$ cat config.mk
export PLATFORM = sky130hd
export DESIGN_NAME = wb_port_arbiter_flat
export DESIGN_NICKNAME = d
export VERILOG_FILES = /design/src/rtl/wb_port_arbiter_if.sv /design/src/rtl/wb_port_arbiter.sv /design/src/flat_wrapper.sv
export SDC_FILE = /design/constraint.sdc
export NUM_CORES = 1
export LEC_CHECK = 0
export BUFFER_PORTS_ARGS = -buffer_cell sky130_fd_sc_hd__buf_2
export CORE_UTILIZATION = 48
export DETAILED_ROUTE_END_ITERATION = 6
export PLACE_DENSITY = 0.77
export SLEW_MARGIN = 0
export SYNTH_ARGS = -nofsm -noshare
export SYNTH_HDL_FRONTEND = slang
export SYNTH_SLANG_ARGS = --single-unit
$ cat constraint.sdc
create_clock -name CLK -period 3 [get_ports CLK]
set_input_delay 0.15 -clock CLK [delete_from_list [all_inputs] [get_ports CLK]]
set_output_delay 0.15 -clock CLK [all_outputs]
set_load 0.02 [all_outputs]
$ cat src/rtl/wb_port_arbiter_if.sv
// Writeback request bundle from three requesters plus the two registered regfile write ports.
interface wb_port_arbiter_if #(
    parameter int SEQ_W = 6,
    parameter int CNT_W = 16
);
    logic [2:0]         req_valid;
    logic [14:0]        req_rd;
    logic [95:0]        req_data;
    logic [3*SEQ_W-1:0] req_seq;
    logic [2:0]         req_ready;
    logic [4:0]         rd1;
    logic [4:0]         rd2;
    logic [31:0]        dist1;
    logic [31:0]        dist2;
    logic               reg_write1;
    logic               reg_write2;
    logic [CNT_W-1:0]   merge_cnt;

    modport master (
        output req_valid, req_rd, req_data, req_seq,
        input  req_ready, rd1, rd2, dist1, dist2, reg_write1, reg_write2, merge_cnt
    );

    modport slave (
        input  req_valid, req_rd, req_data, req_seq,
        output req_ready, rd1, rd2, dist1, dist2, reg_write1, reg_write2, merge_cnt
    );
endinterface

$ cat src/rtl/wb_port_arbiter.sv
// Grants the two oldest nonzero-rd writebacks onto regfile ports 1/2; outputs registered, 1 cycle after accept.
// req_ready is combinational; the youngest of three candidates waits, rd=x0 requests are always accepted.
module wb_port_arbiter #(
    parameter int SEQ_W = 6,
    parameter int CNT_W = 16
) (
    input logic              CLK,
    input logic              RST,
    wb_port_arbiter_if.slave wb
);
    logic [4:0]       rd_w  [3];
    logic [31:0]      dat_w [3];
    logic [SEQ_W-1:0] seq_w [3];
    logic [1:0]       rank  [3];
    logic [2:0]       cand;
    logic [2:0]       grant;
    logic [1:0]       n_grant;
    logic [1:0]       o_idx;
    logic [1:0]       y_idx;
    logic [1:0]       p1_idx;

    logic [4:0]       rd1_q, rd1_d, rd2_q, rd2_d;
    logic [31:0]      dist1_q, dist1_d, dist2_q, dist2_d;
    logic             we1_q, we1_d, we2_q, we2_d;
    logic [CNT_W-1:0] cnt_q, cnt_d;

    // Wrapping age compare: a is older when b lies in the half-window ahead of it.
    function automatic logic is_older(input logic [SEQ_W-1:0] a,
                                      input logic [SEQ_W-1:0] b,
                                      input logic a_lower_idx);
        logic [SEQ_W-1:0] diff;
        diff = b - a;
        return (a == b) ? a_lower_idx : !diff[SEQ_W-1];
    endfunction

    always_comb begin
        for (int i = 0; i < 3; i++) begin
            rd_w[i]  = wb.req_rd[5*i +: 5];
            dat_w[i] = wb.req_data[32*i +: 32];
            seq_w[i] = wb.req_seq[SEQ_W*i +: SEQ_W];
            cand[i]  = wb.req_valid[i] && (rd_w[i] != 5'd0);
        end
    end

    always_comb begin
        n_grant = 2'd0;
        o_idx   = 2'd0;
        y_idx   = 2'd0;
        grant   = 3'b000;
        for (int i = 0; i < 3; i++) begin
            rank[i] = 2'd0;
            for (int j = 0; j < 3; j++) begin
                if (j != i && cand[j] && is_older(seq_w[j], seq_w[i], j < i))
                    rank[i] = rank[i] + 2'd1;
            end
            grant[i] = cand[i] && (rank[i] < 2'd2);
            n_grant  = n_grant + {1'b0, grant[i]};
            if (grant[i] && rank[i] == 2'd0) o_idx = 2'(i);
            if (grant[i] && rank[i] == 2'd1) y_idx = 2'(i);
        end
        p1_idx = (n_grant == 2'd2) ? y_idx : o_idx;
    end

    always_comb begin
        for (int i = 0; i < 3; i++)
            wb.req_ready[i] = !RST && wb.req_valid[i] && (rd_w[i] == 5'd0 || grant[i]);
    end

    always_comb begin
        rd1_d   = rd1_q;
        dist1_d = dist1_q;
        rd2_d   = rd2_q;
        dist2_d = dist2_q;
        we1_d   = (n_grant != 2'd0);
        we2_d   = (n_grant == 2'd2);
        cnt_d   = cnt_q;
        if (we1_d) begin
            rd1_d   = rd_w[p1_idx];
            dist1_d = dat_w[p1_idx];
        end
        if (we2_d) begin
            rd2_d   = rd_w[o_idx];
            dist2_d = dat_w[o_idx];
            // Regfile drops port 2 on equal rd, so the younger value on port 1 wins.
            if (rd_w[o_idx] == rd_w[y_idx] && cnt_q != {CNT_W{1'b1}})
                cnt_d = cnt_q + 1'b1;
        end
    end

    always_ff @(posedge CLK or posedge RST) begin
        if (RST) begin
            rd1_q   <= '0;
            rd2_q   <= '0;
            dist1_q <= '0;
            dist2_q <= '0;
            we1_q   <= 1'b0;
            we2_q   <= 1'b0;
            cnt_q   <= '0;
        end else begin
            rd1_q   <= rd1_d;
            rd2_q   <= rd2_d;
            dist1_q <= dist1_d;
            dist2_q <= dist2_d;
            we1_q   <= we1_d;
            we2_q   <= we2_d;
            cnt_q   <= cnt_d;
        end
    end

    assign wb.rd1        = rd1_q;
    assign wb.rd2        = rd2_q;
    assign wb.dist1      = dist1_q;
    assign wb.dist2      = dist2_q;
    assign wb.reg_write1 = we1_q;
    assign wb.reg_write2 = we2_q;
    assign wb.merge_cnt  = cnt_q;
endmodule

$ cat src/flat_wrapper.sv
// flat-port wrapper written by rule: the top's interface ports become plain ports
module wb_port_arbiter_flat 
#(
    parameter int SEQ_W = 6,
    parameter int CNT_W = 16
)
  (CLK, RST, wb_req_valid, wb_req_rd, wb_req_data, wb_req_seq, wb_req_ready, wb_rd1, wb_rd2, wb_dist1, wb_dist2, wb_reg_write1, wb_reg_write2, wb_merge_cnt);
  wb_port_arbiter_if #(.SEQ_W(SEQ_W), .CNT_W(CNT_W)) wb_i ();
  input logic CLK;
  input logic RST;
  input wire logic [$bits(wb_i.req_valid)-1:0] wb_req_valid;
  input wire logic [$bits(wb_i.req_rd)-1:0] wb_req_rd;
  input wire logic [$bits(wb_i.req_data)-1:0] wb_req_data;
  input wire logic [$bits(wb_i.req_seq)-1:0] wb_req_seq;
  output wire logic [$bits(wb_i.req_ready)-1:0] wb_req_ready;
  output wire logic [$bits(wb_i.rd1)-1:0] wb_rd1;
  output wire logic [$bits(wb_i.rd2)-1:0] wb_rd2;
  output wire logic [$bits(wb_i.dist1)-1:0] wb_dist1;
  output wire logic [$bits(wb_i.dist2)-1:0] wb_dist2;
  output wire logic [$bits(wb_i.reg_write1)-1:0] wb_reg_write1;
  output wire logic [$bits(wb_i.reg_write2)-1:0] wb_reg_write2;
  output wire logic [$bits(wb_i.merge_cnt)-1:0] wb_merge_cnt;
  assign wb_i.req_valid = wb_req_valid;
  assign wb_i.req_rd = wb_req_rd;
  assign wb_i.req_data = wb_req_data;
  assign wb_i.req_seq = wb_req_seq;
  assign wb_req_ready = wb_i.req_ready;
  assign wb_rd1 = wb_i.rd1;
  assign wb_rd2 = wb_i.rd2;
  assign wb_dist1 = wb_i.dist1;
  assign wb_dist2 = wb_i.dist2;
  assign wb_reg_write1 = wb_i.reg_write1;
  assign wb_reg_write2 = wb_i.reg_write2;
  assign wb_merge_cnt = wb_i.merge_cnt;
  wb_port_arbiter #(.SEQ_W(SEQ_W), .CNT_W(CNT_W)) u_core (.CLK(CLK), .RST(RST), .wb(wb_i));
endmodule
Word-level counts from Yosys, hierarchy flattened
Index checks and enable logic that the tools add are counted.

word-level totals
  register bits after elaboration = 92
  latch bits = 0
  memory bits (read-only) = 0
  memories kept = 0
  input bits = 134
  RAM bits = 0
  output and inout bits = 95
  logic and storage cells = 114

operators by class
  divide/modulo/power cells = 0
  bitwise gates (word level) = 3
  multipliers = 0
  add/sub/neg operators = 12
  magnitude comparators = 6
  mux-type cells = 32
  reductions and logical operators = 43
  shift operators = 0
  equality and inequality tests = 11

operator list
  operator                                                  number
  binary-select mux 32 bit (select 2 bit)                   2
  two-way mux 32 bit                                        4
  equality test 6 bit                                       6
  subtractor 6 bit                                          6
  binary-select mux 5 bit (select 2 bit)                    3
  two-way mux 5 bit                                         6
  logical AND 1 bit                                         23
  adder 16 x 1 -> 16 bit, second input constant             1
  != test 16 bit, second input constant                     1
  zero test 5 bit                                           3
  nonzero test 5 bit                                        3
  two-way mux 2 bit                                         6
  two-way mux 1 bit                                         11
  greater-or-equal comparator 3 bit, second input constant  3
  inverter 2 -> 3 bit                                       3
  zero test 1 bit                                           7
  adder 1 x 1 -> 2 bit, second input constant               3
  less-than comparator 2 bit, second input constant         3
  equality test 5 bit                                       1
  equality test 2 x 1 -> 1 bit, second input constant       2
  zero test 2 bit                                           2
  logical OR 1 bit                                          3
  adder 1 x 1 -> 2 bit                                      1
  adder 2 x 1 -> 2 bit                                      1
  other kinds (3)                                           3

Longest topological paths before layout
  word-level depth = 19
  mapped depth = 22
  gate-level depth less buffers = 21

Least setup slack after synthesis
OpenSTA, ideal clock, no wires.

  path kind = input-to-reg
  start point = input wb_req_seq[1]
  end point = register u_core.cnt_q[1], in the netlist u_core.wb.merge_cnt[1]
  stages on the path = 19
  setup time = 0.128 ns
  required time = 2.872 ns
  buffers on the path = 0
  arrival = 3.498 ns
  slack = -0.625 ns
  path through = inv_1 > ha_1 > nor2b_1 > o21a_1 > o21a_1 > o21ai_0 > nand2b_1 > mux2i_1 > nand3_1 > inv_1 > ha_1 > nand3b_1 > fa_1 > nand2b_1 > nor4_1 > nand4_1 > nor3_4 > nand2_1 > mux2_1

on the way
  word-level cells in the longest chain between the ends = 19
  elaborated cells between the ends (all ways) = 61
  classes of those cells = 9 x add/sub; 3 x order compare; 8 x eq/ne; 20 x mux; 2 x bitwise; 19 x reduce/logical

RTL lines
  element                                               RTL line                                      text
  from (decl)                                           flat_wrapper.sv:14                            input wire logic [$bits(wb_i.req_seq)-1:0] wb_req_seq;
  subtractor 6 bit                                      wb_port_arbiter.sv:32                         diff = b - a;
  zero test 1 bit                                       wb_port_arbiter.sv:33                         return (a == b) ? a_lower_idx : !diff[SEQ_W-1];
  two-way mux 1 bit                                     wb_port_arbiter.sv:33
  logical AND 1 bit                                     wb_port_arbiter.sv:53                         if (j != i && cand[j] && is_older(seq_w[j], seq_w[i], j < i))
  two-way mux 1 bit                                     wb_port_arbiter.sv:53
  adder 1 x 1 -> 2 bit                                  wb_port_arbiter.sv:54                         rank[i] = rank[i] + 2'd1;
  two-way mux 2 bit                                     wb_port_arbiter.sv:53
  less-than comparator 2 bit                            wb_port_arbiter.sv:56                         grant[i] = cand[i] && (rank[i] < 2'd2);
  [2 not listed]                                        --
  two-way mux 1 bit (on tied branches)                  wb_port_arbiter.sv:58, wb_port_arbiter.sv:59
  two-way mux 2 bit (on tied branches)                  wb_port_arbiter.sv:58, wb_port_arbiter.sv:59
  inverter 2 -> 3 bit (not written as such)             wb_port_arbiter.sv:85                         if (rd_w[o_idx] == rd_w[y_idx] && cnt_q != {CNT_W{1'b1}})
  binary-select mux 5 bit (select 2 bit)                wb_port_arbiter.sv:85
  two-way mux 5 bit (not written as such) (2 in a row)  wb_port_arbiter.sv:85
  equality test 5 bit                                   wb_port_arbiter.sv:85
  logical AND 1 bit                                     wb_port_arbiter.sv:85
  AND reduction 2 bit (no line) *                       --
  to (signal assigned)                                  wb_port_arbiter.sv:106                        cnt_q <= cnt_d;
  to (decl)                                             wb_port_arbiter.sv:25                         logic [CNT_W-1:0] cnt_q, cnt_d;

Every way passes the cells marked *; elsewhere a longest branch is shown, timed or not. The select of a mux whose other input is x is not followed.
A chain may end at the register's enable or synchronous reset.

Worst setup path after layout
  start point = input wb_req_seq[1]
  end point = register u_core.dist1_q[0], in the netlist u_core.wb.dist1[0]

on the way
  word-level cells in the longest chain between the ends = 17
  elaborated cells between the ends (all ways) = 56
  classes of those cells = 9 x add/sub; 3 x order compare; 7 x eq/ne; 18 x mux; 1 x bitwise; 18 x reduce/logical

RTL lines
  element                                                  RTL line                text
  subtractor 6 bit                                         wb_port_arbiter.sv:32
  zero test 1 bit                                          wb_port_arbiter.sv:33
  two-way mux 1 bit                                        wb_port_arbiter.sv:33
  logical AND 1 bit                                        wb_port_arbiter.sv:53
  two-way mux 1 bit                                        wb_port_arbiter.sv:53
  adder 1 x 1 -> 2 bit                                     wb_port_arbiter.sv:54
  two-way mux 2 bit                                        wb_port_arbiter.sv:53
  less-than comparator 2 bit                               wb_port_arbiter.sv:56
  logical AND 1 bit                                        wb_port_arbiter.sv:56
  adder 1 x 1 -> 2 bit                                     wb_port_arbiter.sv:57   n_grant = n_grant + {1'b0, grant[i]};
  adder 2 x 1 -> 2 bit *                                   wb_port_arbiter.sv:57
  equality test 2 bit *                                    --
  named net u_core.we2_d                                   wb_port_arbiter.sv:24   logic we1_q, we1_d, we2_q, we2_d;
  two-way mux 2 bit *                                      wb_port_arbiter.sv:61   p1_idx = (n_grant == 2'd2) ? y_idx : o_idx;
  inverter 2 -> 3 bit (not written as such) *              wb_port_arbiter.sv:79   dist1_d = dat_w[p1_idx];
  binary-select mux 32 bit (select 2 bit) *                wb_port_arbiter.sv:79
  two-way mux 32 bit (not written as such) * (2 in a row)  wb_port_arbiter.sv:79
  to (signal assigned)                                     wb_port_arbiter.sv:102  dist1_q <= dist1_d;
  to (decl)                                                wb_port_arbiter.sv:23   logic [31:0] dist1_q, dist1_d, dist2_q, dist2_d;

The timed path passes the listed nets; every way through them passes the cells marked *. The select of a mux whose other input is x is not followed.

==> impl_results.rst <==
.. list-table::
   :header-rows: 1

   * - Metric
     - Value
   * - Number of rows in the core area
     - 42
   * - Final hold viol count
     - 0
   * - Portion of the post-synthesis area used by sequential elements
     - 0.353
   * - R2R Path End
     - u_core.wb.merge_cnt[7]$_DFFE_PP0P_
   * - Ratio of cells with drive above 1 in the final layout
     - 0.371
   * - Biggest area consumer among synthesized cells
     - sky130_fd_sc_hd__dfrtp_1
   * - Clock root buffer master
     - sky130_fd_sc_hd__clkbuf_16
   * - Leakage power
     - 5.00 nW
   * - Router iterations before antenna repair
     - 5
   * - Sw frac
     - 0.419
   * - Core region area
     - around 13000 sq um
   * - Instance count of the mapped netlist
     - 796
   * - I/O pin total
     - 229
   * - Outcome
     - complete, but fails checks
   * - Vias per cell
     - 5.68
   * - Max-Cap Viols
     - 0
   * - Worst Tran Pin Value
     - 0.560 ns
   * - Per-instance average area after synthesis
     - approximately 8 sq um
   * - Int Pwr
     - 0.00363 W
   * - RSZ-0062 raised after global routing
     - yes
   * - Number of antenna-violating nets in the routed design
     - 0
   * - Setup slack at placement
     - -0.984 ns
   * - Startpoint of the worst hold path
     - wb_req_data[95]
   * - Worst setup path class
     - input port to flop
   * - DP HPWL
     - between 15 and 20 mm
   * - Worst Path Max Fanout
     - 7
   * - Clock tree from TritonCTS
     - done
   * - Clock-pin slew on the worst setup and hold paths
     - 0.08 ns
   * - Number of global-route vias before repair
     - 6795
   * - Cells along the critical path
     - buf_8 -> inv_8 -> ha_4 -> nor2b_1 -> o21a_1 -> o21a_1 -> o21ai_1 -> nand2b_1 -> mux2i_1 -> nand3_1 -> inv_2 -> ha_4 -> nand3b_1 -> fa_1 -> nand2b_4 -> buf_6 -> inv_6 -> o32ai_4 -> nand2_4 -> buf_12 -> mux2i_2 -> a21oi_2 -> a21o_1
   * - Total of warnings raised by yosys
     - 0
   * - Post-layout min period
     - 3.41 ns
   * - Final clock skew
     - approximately 0.0055 ns
   * - Fin util
     - 0.703
   * - Detailed-route wire length
     - 22.0 mm
   * - Maximum root-to-sink buffer count
     - 2
   * - Fraction of power consumed by the clock network
     - 0.208
   * - Endpoint of the worst hold path
     - u_core.wb.dist2[31]$_DFFE_PP0P_
   * - Largest vdd supply drop
     - 0.442 mV
   * - Net switching power of the design
     - 0.00262 W
   * - Total count of max-transition violations in the final report
     - 0
   * - Clock Sink Count
     - 92
   * - Register share of total power
     - 0.306
   * - Fraction of synthesis flops using an asynchronous set or reset pin
     - 1.00
   * - Number of antenna violations at the first check in global routing
     - 0
   * - Worst slew margin relative to its limit
     - 0.627
   * - Critical Path RT
     - 3.26 ns
   * - Area overhead of the layout relative to synthesis
     - 42.7%
   * - Worst hold slack after final layout
     - about 0.092 ns
   * - Number of buffer cells added on primary ports
     - 228
   * - CTS H-tree depth
     - 3
   * - Number of stages on the worst hold path
     - 3
   * - Top flip-flop cell by instance count after synthesis
     - sky130_fd_sc_hd__dfrtp_1
   * - Comb power frac
     - 0.486
   * - Maximum clock frequency
     - 293 MHz
   * - Synthesized flop and latch total
     - 92
   * - Number of antenna cells inserted
     - 0
   * - Global-route total usage across every layer
     - 0.307
   * - Setup-failing EPs final
     - 53
   * - Class of the worst hold path
     - input port to flop
   * - Area enclosed by the die boundary
     - approximately 14000 sq um
   * - Total nets after synthesis
     - 966
   * - Tcrit/Tclk final
     - 1.14
   * - Worst Path Arrival
     - around 3.7 ns
   * - Worst-case reg-to-reg path depth
     - 10
   * - Number of design-rule violations left by the first detailed-router iteration
     - 674
   * - Cell with the largest stage delay on the worst path
     - sky130_fd_sc_hd__fa_1
   * - Flop2flop setup slack
     - 0.94 ns
   * - Cell types occupying the most area after synthesis
     - sky130_fd_sc_hd__dfrtp_1, sky130_fd_sc_hd__a21oi_1, sky130_fd_sc_hd__nand2_1, sky130_fd_sc_hd__ha_1, sky130_fd_sc_hd__mux2i_1
   * - Final weighted congestion of routability-driven global placement
     - 0.958
   * - Clock buffer count from CTS
     - 9
   * - Startpoint of the lowest-slack register-to-register path
     - u_core.wb.merge_cnt[7]$_DFFE_PP0P_
   * - Die boundary width
     - 119 um
   * - Pin count of the biggest net entering global routing
     - 75
   * - First-pass GRT wire length
     - about 34 mm
   * - Power per unit of standard cell area
     - between 600 and 700 nW/um^2
   * - Startpoint type of the worst setup path
     - input port
   * - Area after detailed placement
     - approximately 8600 sq um
   * - Final net count
     - ~1300
   * - Vertical die dimension
     - 119 um
   * - Count of distinct cell types in the synthesized netlist
     - 57
   * - Residual overflow from global routing
     - 0
   * - Crit path capture type
     - flop
   * - Syn Std Cell Area
     - 6530 sq um
   * - Total design power
     - 0.00625 W
   * - Largest stage delay, worst path
     - 0.49 ns
   * - Number of synthesized flops with an enable pin
     - 0
   * - Per-cell routed wire length
     - roughly 17 um
   * - Later-pin clock latency in the skew report
     - 0.35 ns
   * - Violated checks
     - negative setup slack
   * - Area share of the largest cell type after synthesis
     - 0.353
   * - DRC violations left
     - 0
   * - Post-layout worst setup margin
     - -0.414 ns
   * - Cell area after layout
     - 9310 sq um
   * - Routed vias
     - 7251
   * - Effective utilization at floorplan
     - 0.493
flip-flops by register name (all words and copies together), names as in the netlist:
register / flops
u_core.wb.dist2: 32
u_core.wb.reg_write2: 1
u_core.wb.dist1: 32
u_core.wb.reg_write1: 1
u_core.wb.rd2: 5
u_core.wb.rd1: 5
u_core.wb.merge_cnt: 16
cell usage in the layout (no fill, tap or decap), types with 5 or more instances in the layout:
master,Yosys,routed
sky130_fd_sc_hd__nor2b_1,6,6
sky130_fd_sc_hd__a31oi_1,9,8
sky130_fd_sc_hd__xnor2_1,12,12
sky130_fd_sc_hd__nor3_1,12,12
sky130_fd_sc_hd__inv_1,32,28
sky130_fd_sc_hd__o21ai_0,81,75
sky130_fd_sc_hd__a21o_1,40,40
sky130_fd_sc_hd__buf_6,4,6
sky130_fd_sc_hd__xor2_1,9,9
sky130_fd_sc_hd__buf_2,3,226
sky130_fd_sc_hd__buf_4,0,94
sky130_fd_sc_hd__a21oi_1,125,115
sky130_fd_sc_hd__nor2_1,16,15
sky130_fd_sc_hd__nand4_1,9,9
sky130_fd_sc_hd__nand2_1,130,129
sky130_fd_sc_hd__buf_12,0,7
sky130_fd_sc_hd__mux2i_1,42,39
sky130_fd_sc_hd__a21oi_2,0,9
sky130_fd_sc_hd__o21ai_1,0,5
sky130_fd_sc_hd__and3_1,10,10
sky130_fd_sc_hd__o21a_1,6,6
sky130_fd_sc_hd__nand4b_1,6,6
sky130_fd_sc_hd__clkbuf_16,0,12
sky130_fd_sc_hd__dfrtp_1,92,92
sky130_fd_sc_hd__ha_1,35,31
sky130_fd_sc_hd__nand3_1,11,7
per-layer routing:
layer / part of all wire / routed length, um / track usage
met2: 0.46 / 10200 / 0.495
met1: 0.42 / 9230 / 0.406
met5: 0 / 0 / 0
met3: 0.082 / 1790 / 0.0516
met4: 0.036 / 782 / 0.132
power groups by stage:
stage	registers (W)	logic (W)	clock network (W)
3_3_place_gp	0.00191	0.00277	0
5_1_grt	0.00196	0.00327	0.00138
2_1_floorplan	0.00246	0.00115	0
6_report	0.00191	0.00304	0.00130
4_1_cts	0.00191	0.00292	0.00132
3_5_place_dp	0.00193	0.00281	0
stage by stage:
stage | TNS, ns | std cells
detailed placement | -70.69 | 1248
finish | -17.81 | 1276
floorplan | -21.74 | 796
global route | -27.40 | 1276
CTS | -15.04 | 1270
global placement | -61.16 | 1248
cell usage after synthesis (3+ instances only):
| library cell | instances |
|---|---|
| sky130_fd_sc_hd__a21o_1 | 40 |
| sky130_fd_sc_hd__a21oi_1 | 125 |
| sky130_fd_sc_hd__a22oi_1 | 6 |
| sky130_fd_sc_hd__a31oi_1 | 9 |
| sky130_fd_sc_hd__and3_1 | 10 |
| sky130_fd_sc_hd__buf_2 | 3 |
| sky130_fd_sc_hd__buf_6 | 4 |
| sky130_fd_sc_hd__clkbuf_1 | 46 |
| sky130_fd_sc_hd__dfrtp_1 | 92 |
| sky130_fd_sc_hd__ha_1 | 35 |
| sky130_fd_sc_hd__inv_1 | 32 |
| sky130_fd_sc_hd__mux2i_1 | 42 |
| sky130_fd_sc_hd__nand2_1 | 130 |
| sky130_fd_sc_hd__nand2b_1 | 6 |
| sky130_fd_sc_hd__nand3_1 | 11 |
| sky130_fd_sc_hd__nand3b_1 | 3 |
| sky130_fd_sc_hd__nand4_1 | 9 |
| sky130_fd_sc_hd__nand4b_1 | 6 |
| sky130_fd_sc_hd__nor2_1 | 16 |
| sky130_fd_sc_hd__nor2b_1 | 6 |
| sky130_fd_sc_hd__nor3_1 | 12 |
| sky130_fd_sc_hd__nor3b_1 | 3 |
| sky130_fd_sc_hd__nor4_1 | 3 |
| sky130_fd_sc_hd__o21a_1 | 6 |
| sky130_fd_sc_hd__o21ai_0 | 81 |
| sky130_fd_sc_hd__o22ai_1 | 3 |
| sky130_fd_sc_hd__xnor2_1 | 12 |
| sky130_fd_sc_hd__xor2_1 | 9 |
final cells by class:
class	instances	area, sq um
flip-flops and latches	92	2300
repair buffers	341	2210
multi-input cells	619	4110
clock inverters	6	105
well taps	176	220
fillers	1130	3930
inverters	32	135
clock buffers	10	229
logic make-up (layout without fill, tap and decap cells):
| group | after synthesis | in the layout | share of synthesized area |
|---|---|---|---|
| compound gates | 284 | 284 | 0.252 |
| xor+xnor | 21 | 21 | 0.0282 |
| fa+ha+maj | 36 | 36 | 0.0702 |
| buf+inv | 85 | 389 | 0.0541 |
| flops | 92 | 92 | 0.353 |
| mux | 45 | 45 | 0.0696 |
| simple gates | 233 | 233 | 0.174 |
critical path, delay by kind of cell:
family                     cells  cell delay [ns]
AOI/OAI and AO/OA              6             0.96
buffers and inverters          6             0.56
and+or+nand+nor                6             0.79
adders and majority gates      3             0.84
muxes                          2             0.36
repair_timing:
item / in CTS / in global routing
endpoints found under the hold margin: 32 / 0
pin swaps: 20 / 12
cloned: 1 / 3
hold buffers: 1 / 0
buffers inserted: 5 / 4
endpoints found under the setup margin: 90 / 90
gates resized for setup: 43 / 18
worst max-delay path by stage:
stage,startpoint,end,slack [ns],depth (start not counted)
2_1_floorplan,wb_req_seq[7],u_core.wb.dist1[0]$_DFFE_PP0P_,-0.46,21
3_3_place_gp,wb_req_seq[1],u_core.wb.merge_cnt[12]$_DFFE_PP0P_,-0.90,20
3_5_place_dp,wb_req_seq[1],u_core.wb.merge_cnt[12]$_DFFE_PP0P_,-0.98,21
4_1_cts,wb_req_seq[1],u_core.wb.dist1[15]$_DFFE_PP0P_,-0.34,23
5_1_grt,wb_req_seq[1],u_core.wb.merge_cnt[12]$_DFFE_PP0P_,-0.57,24
6_report,wb_req_seq[1],u_core.wb.dist1[0]$_DFFE_PP0P_,-0.41,23
Power figures use the tool's default switching activity.
